$ cat config.mk
export PLATFORM = sky130hd
export DESIGN_NAME = vga_line_fetch
export DESIGN_NICKNAME = d
export VERILOG_FILES = /design/src/rtl/vga_line_fetch.sv
export SDC_FILE = /design/constraint.sdc
export NUM_CORES = 1
export LEC_CHECK = 0
export ABC_AREA = 1
export BUFFER_PORTS_ARGS = -buffer_cell sky130_fd_sc_hd__buf_2
export CORE_ASPECT_RATIO = 0.9
export CORE_UTILIZATION = 50
export DETAILED_ROUTE_END_ITERATION = 8
export PLACE_DENSITY = 0.73
export SETUP_SLACK_MARGIN = 0.15
export SYNTH_ARGS = -nofsm -noshare
export SYNTH_HDL_FRONTEND = slang
export SYNTH_SLANG_ARGS = --single-unit
export TNS_END_PERCENT = 10
$ cat constraint.sdc
create_clock -name vga_clk -period 3 [get_ports vga_clk]
set_input_delay 0.15 -clock vga_clk [delete_from_list [all_inputs] [get_ports vga_clk]]
set_output_delay 0.15 -clock vga_clk [all_outputs]
set_load 0.005 [all_outputs]
$ cat src/rtl/vga_line_fetch.sv
// Line-buffer fill engine: turns per-line fetch requests from the display side
// into fixed-length burst reads and writes the returned pixels into buffer A or B.
module vga_line_fetch #(
  parameter int ADDR_W      = 24,
  parameter int BURST_LEN   = 16,
  parameter int STRIDE_LOG2 = 10
) (
  input  logic              vga_clk,
  input  logic              rst_n_w,
  input  logic              vga_mode,
  input  logic [ADDR_W-1:0] fb_base,
  input  logic              read_buffA_req,
  input  logic              read_buffB_req,
  input  logic [9:0]        read_buff_addr,
  output logic              mem_rd_req,
  output logic [ADDR_W-1:0] mem_rd_addr,
  input  logic              mem_rd_ack,
  input  logic              mem_rd_valid,
  input  logic [15:0]       mem_rd_data,
  output logic              buff_writeA_en,
  output logic [9:0]        buff_writeA_addr,
  output logic [15:0]       buff_writeA_data,
  output logic              buff_writeB_en,
  output logic [9:0]        buff_writeB_addr,
  output logic [15:0]       buff_writeB_data,
  output logic              busy,
  output logic              line_done,
  output logic              abort,
  output logic              overrun
);

  localparam int BEAT_W = (BURST_LEN > 1) ? $clog2(BURST_LEN) : 1;

  typedef enum logic [2:0] {IDLE, REQ, DATA, DONE, DRAIN} state_t;

  state_t              state;
  logic                prev_a, prev_b;
  logic                tgt_b;
  logic [ADDR_W-1:0]   base;
  logic [10:0]         wcnt, words;
  logic [BEAT_W-1:0]   beat;

  logic                edge_a, edge_b, any_edge, tgt_lvl;
  logic                last_beat, last_word;
  logic [10:0]         wcnt_nxt;
  logic [ADDR_W-1:0]   start_addr;

  always_comb begin
    edge_a     = read_buffA_req & ~prev_a;
    edge_b     = read_buffB_req & ~prev_b;
    any_edge   = edge_a | edge_b;
    tgt_lvl    = tgt_b ? read_buffB_req : read_buffA_req;
    wcnt_nxt   = wcnt + 11'd1;
    last_beat  = (beat == BEAT_W'(BURST_LEN - 1));
    last_word  = (wcnt_nxt == words);
    start_addr = fb_base + (ADDR_W'(read_buff_addr) << STRIDE_LOG2);
  end

  always_ff @(posedge vga_clk or negedge rst_n_w) begin
    if (!rst_n_w) begin
      state            <= IDLE;
      prev_a           <= 1'b0;
      prev_b           <= 1'b0;
      tgt_b            <= 1'b0;
      base             <= '0;
      wcnt             <= '0;
      words            <= '0;
      beat             <= '0;
      mem_rd_req       <= 1'b0;
      mem_rd_addr      <= '0;
      buff_writeA_en   <= 1'b0;
      buff_writeA_addr <= '0;
      buff_writeA_data <= '0;
      buff_writeB_en   <= 1'b0;
      buff_writeB_addr <= '0;
      buff_writeB_data <= '0;
      busy             <= 1'b0;
      line_done        <= 1'b0;
      abort            <= 1'b0;
      overrun          <= 1'b0;
    end else begin
      prev_a         <= read_buffA_req;
      prev_b         <= read_buffB_req;
      buff_writeA_en <= 1'b0;
      buff_writeB_en <= 1'b0;
      line_done      <= 1'b0;
      abort          <= 1'b0;
      overrun        <= (state != IDLE) && any_edge;

      case (state)
        IDLE: begin
          // A wins a simultaneous edge; the B request is reported as dropped
          overrun <= edge_a & edge_b;
          if (any_edge) begin
            tgt_b       <= ~edge_a;
            words       <= vga_mode ? 11'd1024 : 11'd640;
            base        <= start_addr;
            mem_rd_addr <= start_addr;
            mem_rd_req  <= 1'b1;
            wcnt        <= '0;
            beat        <= '0;
            busy        <= 1'b1;
            state       <= REQ;
          end
        end

        REQ: begin
          if (mem_rd_req && mem_rd_ack) begin
            // an accepted burst must always be consumed, even if the line was abandoned
            mem_rd_req <= 1'b0;
            beat       <= '0;
            state      <= tgt_lvl ? DATA : DRAIN;
          end else if (!tgt_lvl) begin
            mem_rd_req <= 1'b0;
            abort      <= 1'b1;
            busy       <= 1'b0;
            state      <= IDLE;
          end
        end

        DATA: begin
          if (!tgt_lvl) begin
            if (mem_rd_valid && last_beat) begin
              abort <= 1'b1;
              busy  <= 1'b0;
              state <= IDLE;
            end else begin
              if (mem_rd_valid) beat <= beat + 1'b1;
              state <= DRAIN;
            end
          end else if (mem_rd_valid) begin
            if (tgt_b) begin
              buff_writeB_en   <= 1'b1;
              buff_writeB_addr <= wcnt[9:0];
              buff_writeB_data <= mem_rd_data;
            end else begin
              buff_writeA_en   <= 1'b1;
              buff_writeA_addr <= wcnt[9:0];
              buff_writeA_data <= mem_rd_data;
            end
            wcnt <= wcnt_nxt;
            beat <= beat + 1'b1;
            if (last_beat) begin
              if (last_word) begin
                line_done <= 1'b1;
                state     <= DONE;
              end else begin
                mem_rd_req  <= 1'b1;
                mem_rd_addr <= base + ADDR_W'(wcnt_nxt);
                state       <= REQ;
              end
            end
          end
        end

        DONE: begin
          busy  <= 1'b0;
          state <= IDLE;
        end

        DRAIN: begin
          if (mem_rd_valid) begin
            beat <= beat + 1'b1;
            if (last_beat) begin
              abort <= 1'b1;
              busy  <= 1'b0;
              state <= IDLE;
            end
          end
        end

        default: state <= IDLE;
      endcase
    end
  end

endmodule

---- Word-level counts from Yosys, hierarchy flattened ----
Cells that the tools add are included.
word-level totals
  bits in registers ....................... 139
  output and inout bits ................... 83
  logic and storage cells ................. 137
cells by class
  add/subtract/negate cells ............... 4
  eq/ne operators ......................... 22
  mux-type cells .......................... 65
  bitwise gates (word level) .............. 8
  reduce and logical (&&, ||, !) cells .... 18
operators with widths
  operator               number
  $mux 24                5
  $pmux 24 s2            1
  $mux 11                4
  $mux 1                 33
  $mux 3                 10
  $add 24x11->24         1
  $add 24x20->24         1
  $ne 2x2->1 const B     12
  $pmux 11 s2            1
  $mux 4                 5
  $pmux 4 s4             1
  $reduce_and 4->1       4
  $ne 3x3->1 const B     4
  $pmux 3 s4             1
  $reduce_and 6->1       2
  $add 11x1->11 const B  1
  $eq 11x11->1           1
  $reduce_and 8->1       1
  $reduce_and 7->1       1
  $eq 3x2->1 const B     2
  $pmux 1 s3             2
  $reduce_bool 3->1      2
  $pmux 1 s5             1
  $reduce_bool 5->1      1
  13 further kinds       20

---- Depth between registers and ports, before layout ----
Gate-level depths: netlist (run 1).
  depth after elaboration ................. 7
  depth in mapped cells ................... 20

---- Least setup slack after synthesis (run 1) ----
Ideal clock, no wire load.
  path kind ............................... register -> register
  from .................................... register wcnt[0]
  to ...................................... register mem_rd_addr[10]
  library setup time ...................... 0.117 ns
  data arrival time ....................... 2.211 ns
  data required time ...................... 2.883 ns
  path slack .............................. 0.673 ns
  cell stages (with the launch flop) ...... 18
  buffers on the path ..................... 0
  period minus slack after synthesis ...... 2.327 ns
  path through ............................ dfrtp_1 > ha_1 > nand2_1 > nor2_4 > nand2_1 > nand2_1 > nand2_1 > ha_1 > nand2_1 > inv_1 > nand2_1 > nand2_1 > nand3b_1 > or2_2 > nand3_1 > nand2_1 > nand3_1 > nand2_1
between the ends
  cells in the longest elaborated chain, start to end .. 7
  elaborated cells on any way between the ends .. 10
RTL lines
  what                    RTL line  source
  from (decl)             40        logic [10:0] wcnt, words;
  from (signal assigned)  141       wcnt <= wcnt_nxt;
  $add 11x1->11 *         53        wcnt_nxt = wcnt + 11'd1;
  $add 24x11->24          149       mem_rd_addr <= base + ADDR_W'(wcnt_nxt);
  $mux 24                 144       if (last_word) begin
  $mux 24                 143       if (last_beat) begin
  $mux 24                 131       end else if (mem_rd_valid) begin
  $mux 24                 122       if (!tgt_lvl) begin
  $pmux 24 s2             90        case (state)
  to (signal assigned)    98        mem_rd_addr <= start_addr;
  to (signal assigned)    149
  to (decl)               16        output logic [ADDR_W-1:0] mem_rd_addr,
Every way passes the cells marked *; elsewhere a longest branch is shown, timed or not. The select of a mux whose other input is x is not followed.
A chain may end at the register's enable or synchronous reset.

---- Worst setup path in the final report (run 1) ----
  from .................................... register wcnt[3]
  to ...................................... register mem_rd_addr[10]
The elaborated chain is that of the path after synthesis.

==> results of run 1 <==
-- timing repair --
action | in CTS | in global routing
endpoints found under the hold margin | 67 | 0
resized for setup | 1 | 21
hold buffers | 20 | 0
endpoints found under the setup margin | 5 | 17
setup buffers | 0 | 2
-- critical path: cells and delay by family (launching register included) --
family	cells	cell delay [ns]
fa+ha+maj	1	0.37
buf+inv	1	0.05
flops	1	0.43
xor+xnor	1	0.23
simple gates	12	1.51
-- cell usage in the layout, fill, tap and decap left out, types with 6 or more instances in the layout --
cell                            Yosys  layout
sky130_fd_sc_hd__nand2_1          373     369
sky130_fd_sc_hd__buf_2             12     138
sky130_fd_sc_hd__dfrtp_1          130     129
sky130_fd_sc_hd__inv_1            110     110
sky130_fd_sc_hd__o21ai_0           94      94
sky130_fd_sc_hd__nand3_1           92      91
sky130_fd_sc_hd__nor2_1            54      50
sky130_fd_sc_hd__ha_1              26      21
sky130_fd_sc_hd__dlygate4sd3_1      0      20
sky130_fd_sc_hd__clkbuf_16          0      17
sky130_fd_sc_hd__nand3b_1          12      12
sky130_fd_sc_hd__a21oi_1           14      11
sky130_fd_sc_hd__nand4_1           11      11
sky130_fd_sc_hd__buf_4              0      10
sky130_fd_sc_hd__or2_2              8       8
sky130_fd_sc_hd__o21ai_1            7       7
sky130_fd_sc_hd__nor2_2             4       7
sky130_fd_sc_hd__nor3_1             7       7
sky130_fd_sc_hd__xnor2_1            6       6
sky130_fd_sc_hd__o22ai_1            6       6
-- registers in the layout, indices dropped and copies added, names as in the netlist, 4 cells and up --
name              cells
wcnt                 11
buff_writeA_data     16
base                 24
buff_writeA_addr     10
buff_writeB_data     16
mem_rd_addr          24
buff_writeB_addr     10
beat                  4
-- through the flow --
| stage | hold WS (ns) | total power, mW | cells | worst slack (ns) |
|---|---|---|---|---|
| final | 0.004059 | 7.451 | 1386 | 0.3098 |
| after detailed placement | 0.1975 | 5.077 | 1332 | 0.1171 |
| after CTS | 0.00006861 | 7.395 | 1384 | 0.1516 |
| after floorplan | -0.1456 | 4.184 | 1017 | 0.6728 |
| after global routing | 0.01819 | 7.980 | 1386 | 0.09411 |
| after global placement | 0.1962 | 5.027 | 1332 | 0.09621 |
-- where the power goes --
group	switching [mW]	internal [mW]	total (mW)
sequential	0.405	2.28	2.69
combinational	1.52	0.950	2.47
clock	0.842	1.45	2.29
-- logic make-up after synthesis --
kind of cell / after synthesis / synth area share (%)
AOI/OAI and AO/OA: 130 / 9.135
DFF: 130 / 43.82
adders and majority gates: 28 / 4.922
xor gates and xnor gates: 12 / 1.416
and+or+nand+nor: 574 / 33.07
buffers and inverters: 143 / 7.635
-- layout make-up --
type / count / area, µm² / area share (%)
clock buffer: 19 / 452.9 / 4.875
timing repair buffer: 171 / 1026 / 11.04
multi-input combinational: 744 / 3685 / 39.66
tap: 193 / 241.5 / 2.599
sequential: 130 / 3254 / 35.03
inverter: 116 / 435.4 / 4.686
clock inverter: 13 / 196.4 / 2.114
-- layer usage --
layer,routed length [µm],part of all wire [%]
met5,0,0
met4,223,1.1
met3,1317,6.5
met2,8877,44
met1,9821,49
-- path summary, 6_finish.rpt --
| check | end | slack [ns] | cells past startpoint |
|---|---|---|---|
| setup / recovery | mem_rd_addr[10]$_DFFE_PN0P_ | 0.31 | 15 |
| hold / removal | buff_writeB_data[12]$_DFFE_PN0P_ | 0.004 | 3 |
| setup reg to reg | mem_rd_addr[10]$_DFFE_PN0P_ | 0.31 | 15 |
| hold reg to reg | overrun$_DFF_PN0_ | 0.46 | 1 |
| max in group asynchronous | buff_writeB_addr[0]$_DFFE_PN0P_ | 1.82 | 3 |
| min in group asynchronous | buff_writeB_data[6]$_DFFE_PN0P_ | 0.27 | 2 |
==> qor.txt, run 1 <==
=================================================================================
Top fanout value on the critical path ..............................            5
Max-slew violations ................................................            0
Full die area ......................................................    15340 µm²
Vias ...............................................................         7083
Fmax ...............................................................   0.3717 GHz
CORE AREA ..........................................................    14260 µm²
Wire per inst ......................................................     14.60 µm
Number of DRC markers after the initial detailed-route iteration ...          583
Number of fill cells ...............................................         1295
Kind of path behind the tightest hold check ........................ input pin to flop
Count of unresolved DRC violations after routing ...................            0
Final nets .........................................................         1265
Count of flip-flops with a built-in enable after synthesis .........            0
Clk sinks ..........................................................          130
Clock root buffer master ........................................... sky130_fd_sc_hd__clkbuf_16
Launching element type of the critical path ........................         flop
Fraction of registers with async set or reset after synthesis ......       100.0%
Fraction of synthesized cell area taken by the top area cell type ..       43.82%
Count of distinct cell types in the synthesized netlist ............           38
Starting Density ...................................................       52.05%
# port buffers .....................................................          139
Maximum level of the CTS H-tree ....................................            4
Number of failing setup endpoints in the final timing report .......            0
Half-perimeter wire length after placement .........................     14660 µm
Library cell with the highest instance count after synthesis ....... sky130_fd_sc_hd__nand2_1
Finished layout cell area ..........................................     9291 µm²
Number of antenna cells inserted ...................................            0
Register bit count reported by yosys ...............................          130
Num CTS Buffers ....................................................           17
Slowest cell on crit path .......................................... sky130_fd_sc_hd__dfrtp_1
Total Neg Setup Slack ..............................................         0 ns
Routed wire length .................................................     20240 µm
Arrival time of data at the critical path endpoint .................      3.00 ns
Commonest cells in the netlist ..................................... sky130_fd_sc_hd__nand2_1, sky130_fd_sc_hd__dfrtp_1, sky130_fd_sc_hd__inv_1
Vias in the first global route .....................................         6637
RR Startpoint ...................................................... wcnt[3]$_DFFE_PN0P_
Area delta synth->final ............................................       25.16%
Maximum number of pins on one net before global-route repair .......           54
Total iterations of the first detailed-routing run .................            5
Routability congestion estimate from global placement ..............       0.9232
Run status ......................................................... finished, final reports clean
Crit path top cell by count ........................................ sky130_fd_sc_hd__nand2_1
Total nets after synthesis .........................................         1102
Number of antenna violations at the first check in global routing ..            0
Cell taking the most area after synthesis .......................... sky130_fd_sc_hd__dfrtp_1
Critical Path RT ...................................................      3.31 ns
Prevailing post-synth register cell ................................ sky130_fd_sc_hd__dfrtp_1
Fin Clk Skew .......................................................   0.01238 ns
Start point of the worst hold path ................................. mem_rd_data[12]
Post-synthesis instance area .......................................     7423 µm²
Ratio of cells with drive above 1 in the final layout ..............       19.03%
Register clock-pin slew on the reported worst setup and hold paths .      0.06 ns
Cell count after synthesis .........................................         1017
Total overflow reported by the global router .......................            0
Avg Vias per Cell ..................................................        5.110
Mean cell area of the mapped netlist ...............................    7.299 µm²
Crit-path cells .................................................... nand2_2 -> nor2_4 -> nand2_1 -> xor2_2 -> ha_2 -> nand2_2 -> inv_1 -> nand2_1 -> nand2_1 -> nand3b_1 -> or2_2 -> nand3_1 -> nand2_1 -> nand3_1 -> nand2_1
Final period util ..................................................       89.67%
Clock tree buffer depth ............................................            2
WS Path Type ....................................................... flop to flop
Critical Path End Type .............................................         flop
Worst setup path start ............................................. wcnt[3]$_DFFE_PN0P_
Post-detailed-route count of antenna-violating nets ................            0
Peak supply drop ...................................................     476.0 µV
Number of rows created at floorplan ................................           41
Max-capacitance violation count ....................................            0
Sequential cell area fraction in the yosys report ..................       43.82%
Total global routing track utilization .............................       27.68%
Worst slew margin ..................................................       50.85%
Leakage power figure ...............................................     5.000 nW
Horizontal extent of the die .......................................     130.4 µm
Leading post-synthesis cells by cell area .......................... sky130_fd_sc_hd__dfrtp_1, sky130_fd_sc_hd__nand2_1, sky130_fd_sc_hd__o21ai_0
Power density over cell area ....................................... 801.9 nW/µm²
Skew-Pair Late Insertion Delay .....................................      0.43 ns
I/O Pins ...........................................................          140
Height of the chip .................................................     117.6 µm
Final critical-path required period ................................     2.690 ns
Global routing usage on met1 .......................................       41.34%
Least-Margin Pin Slew ..............................................    0.7327 ns
First-pass GRT wire length .........................................     32930 µm
TritonCTS clock tree ...............................................         done
Cell area reported after detailed placement ........................     8344 µm²
GRT busiest layer ..................................................         met1
Maximum cell stage delay along the critical path ...................      0.43 ns
Number of warnings printed during yosys synthesis ..................            0
Setup repair after global routing missed its margin ................         true
Hold violation count in the final report ...........................            0
Finished Core Util .................................................       65.15%
Global-route met2 utilization ......................................       40.23%
GR met3 Demand/Resource ............................................       6.000%
=================================================================================
(Power assumes the default switching activity.)
==> run 2, diff against run 1 <==
--- a/config.mk
+++ b/config.mk
@@ -10,7 +10,7 @@
 export CORE_ASPECT_RATIO = 0.9
 export CORE_UTILIZATION = 50
 export DETAILED_ROUTE_END_ITERATION = 8
-export PLACE_DENSITY = 0.73
+export PLACE_DENSITY = 0.76
 export SETUP_SLACK_MARGIN = 0.15
 export SYNTH_ARGS = -nofsm -noshare
 export SYNTH_HDL_FRONTEND = slang
==> constraint.sdc (replaced) <==
create_clock -name vga_clk -period 2.25 [get_ports vga_clk]
set_input_delay 0.1125 -clock vga_clk [delete_from_list [all_inputs] [get_ports vga_clk]]
set_output_delay 0.1125 -clock vga_clk [all_outputs]
set_load 0.005 [all_outputs]
==> qor.txt, run 2 (synthesized netlist as in run 1, its figures left out) <==
=====================================================================================
Register clock-pin slew on the reported worst setup and hold paths .....      0.06 ns
Count of unresolved DRC violations after routing .......................            0
Leakage power figure ...................................................     5.473 nW
Total iterations of the first detailed-routing run .....................            7
Routed met1 length .....................................................      9772 µm
Delay-heaviest family, CP .............................................. simple AND/OR/NAND/NOR gates
Least-Margin Pin Slew ..................................................    0.5629 ns
Power density over cell area ...........................................  1004 nW/µm²
Post-detailed-route count of antenna-violating nets ....................            0
Arrival time of data at the critical path endpoint .....................      2.81 ns
Number of antenna cells inserted .......................................            0
Most frequent standard cell in the layout excluding fill and tap cells . sky130_fd_sc_hd__nand2_1
Total overflow reported by the global router ...........................            0
Num CTS Buffers ........................................................           17
Number of fill cells ...................................................         1060
Final critical-path required period ....................................     2.442 ns
Number of rows created at floorplan ....................................           41
Wire per inst ..........................................................     15.05 µm
Kind of path behind the tightest hold check ............................ input pin to flop
Ratio of cells with drive above 1 in the final layout ..................       29.00%
Flop2flop setup slack ..................................................     -0.19 ns
Violations in the final reports ........................................ setup timing
Routability congestion estimate from global placement ..................       0.9232
Height of the chip .....................................................     117.6 µm
Area delta synth->final ................................................       38.83%
Run status ............................................................. finished, violations left
Setup WS pre-CTS .......................................................   -0.2785 ns
Avg Vias per Cell ......................................................        5.287
Crit path top cell by count ............................................ sky130_fd_sc_hd__nand2_1
Worst slew margin ......................................................       62.07%
Maximum cell stage delay along the critical path .......................      0.45 ns
First-pass GRT wire length .............................................     35570 µm
Total Neg Setup Slack ..................................................    -2.426 ns
Vias ...................................................................         7692
Horizontal extent of the die ...........................................     130.4 µm
Number of failing setup endpoints in the final timing report ...........           21
Starting Density .......................................................       52.05%
Number of buffers and inverters on the critical path ...................            2
Number of antenna violations at the first check in global routing ......            0
Full die area ..........................................................    15340 µm²
Met2 Routed Length .....................................................     10100 µm
Top fanout value on the critical path ..................................            5
Half-perimeter wire length after placement .............................     14930 µm
Total global routing track utilization .................................       29.78%
I/O Pins ...............................................................          140
Clock tree buffer depth ................................................            2
WS Path Type ........................................................... flop to flop
Final setup margin .....................................................   -0.1923 ns
Fin Clk Skew ...........................................................   0.01175 ns
Final nets .............................................................         1335
CORE AREA ..............................................................    14260 µm²
Maximum number of pins on one net before global-route repair ...........           58
Clk sinks ..............................................................          130
# port buffers .........................................................          139
Critical Path End Type .................................................         flop
Maximum level of the CTS H-tree ........................................            4
Most frequent cells in the layout ...................................... sky130_fd_sc_hd__nand2_1, sky130_fd_sc_hd__buf_2, sky130_fd_sc_hd__dfrtp_1
Peak supply drop .......................................................     703.7 µV
Vias in the first global route .........................................         7390
Skew-Pair Late Insertion Delay .........................................      0.43 ns
Finished layout cell area ..............................................    10310 µm²
Hold violation count in the final report ...............................            0
Launching element type of the critical path ............................         flop
Top flop regs .......................................................... base (24), mem_rd_addr (24)
Max-slew violations ....................................................            0
Final period util ......................................................       108.5%
Critical Path RT .......................................................      2.61 ns
Setup repair after global routing missed its margin ....................         true
Clock root buffer master ............................................... sky130_fd_sc_hd__clkbuf_16
Fmax ...................................................................   0.4094 GHz
Crit-path cells ........................................................ ha_4 -> nand2_4 -> inv_1 -> nor2_2 -> ha_4 -> buf_4 -> nand2_1 -> nor2_4 -> nand2_1 -> nand3_2 -> xor2_1 -> nand2_1 -> o21ai_0 -> nand3_1 -> nand2_1
Routed wire length .....................................................     21890 µm
Routed met3 length .....................................................      1639 µm
Number of DRC markers after the initial detailed-route iteration .......          674
Cell area reported after detailed placement ............................     8891 µm²
Max-capacitance violation count ........................................            0
Highest signal layer in the routed design ..............................         met4
TritonCTS clock tree ...................................................         done
Slowest cell on crit path .............................................. sky130_fd_sc_hd__dfrtp_2
=====================================================================================
-- run 2: path summary, 6_finish.rpt --
kind	startpoint	to	cells after the start
max in group asynchronous	rst_n_w	wcnt[1]$_DFFE_PN0P_	3
hold / removal	mem_rd_data[7]	buff_writeA_data[7]$_DFFE_PN0P_	3
setup reg to reg	wcnt[0]$_DFFE_PN0P_	mem_rd_addr[5]$_DFFE_PN0P_	15
hold reg to reg	mem_rd_addr[1]$_DFFE_PN0P_	mem_rd_addr[1]$_DFFE_PN0P_	2
setup / recovery	wcnt[0]$_DFFE_PN0P_	mem_rd_addr[5]$_DFFE_PN0P_	15
min in group asynchronous	rst_n_w	buff_writeB_data[6]$_DFFE_PN0P_	2
-- run 2: power by group --
part | total (mW) | internal [mW] | switching (mW)
Combinational | 4.03 | 1.73 | 2.30
Clock | 2.68 | 1.63 | 1.05
Sequential | 3.64 | 3.04 | 0.598
-- run 2: worst reg2reg max path: cells and delay by family, from the launching register on --
family | cells | cell delay [ns]
compound gates | 1 | 0.12
xor+xnor | 1 | 0.19
fa+ha+maj | 2 | 0.46
buf+inv | 2 | 0.22
flops | 1 | 0.45
simple gates | 9 | 0.93
-- run 2: layout make-up --
type	instances	area, µm²	share of cell area, %
Timing Repair Buffer	241	1619	15.71
Multi-Input combinational cell	744	4183	40.59
Clock inverter	12	133.9	1.299
Sequential cell	130	3258	31.61
Clock buffer	19	432.9	4.201
Tap cell	193	241.5	2.343
Inverter	116	437.9	4.249
-- run 2: timing repair --
| action | 4_1_cts | 5_1_grt |
|---|---|---|
| resized for setup | 73 | 60 |
| endpoints found under the hold margin | 74 | 0 |
| endpoints found under the setup margin | 36 | 78 |
| hold buffers | 29 | 0 |
| pin swaps | 25 | 39 |
| buffers inserted | 3 | 4 |
-- run 2: through the flow --
step / power (mW) / std cells / hold WS, ns / util [%]
2_1_floorplan: 5.640 / 1017 / -0.1831 / -
3_3_place_gp: 7.035 / 1388 / 0.1055 / 62.34
3_5_place_dp: 7.135 / 1388 / 0.1122 / 62.34
4_1_cts: 10.09 / 1451 / 0.009421 / 70.62
5_1_grt: 11.04 / 1455 / 0.01045 / 72.27
6_report: 10.35 / 1455 / 0.009643 / 72.27
-- run 2: routing by layer --
| layer | vias to the layer above | global-route usage [%] |
|---|---|---|
| met3 | 42 | 8.136 |
| met5 | - | 0 |
| met1 | 3620 | 40.88 |
| met2 | 301 | 46.04 |
| li1 | 3729 | - |
| met4 | 0 | 8.118 |
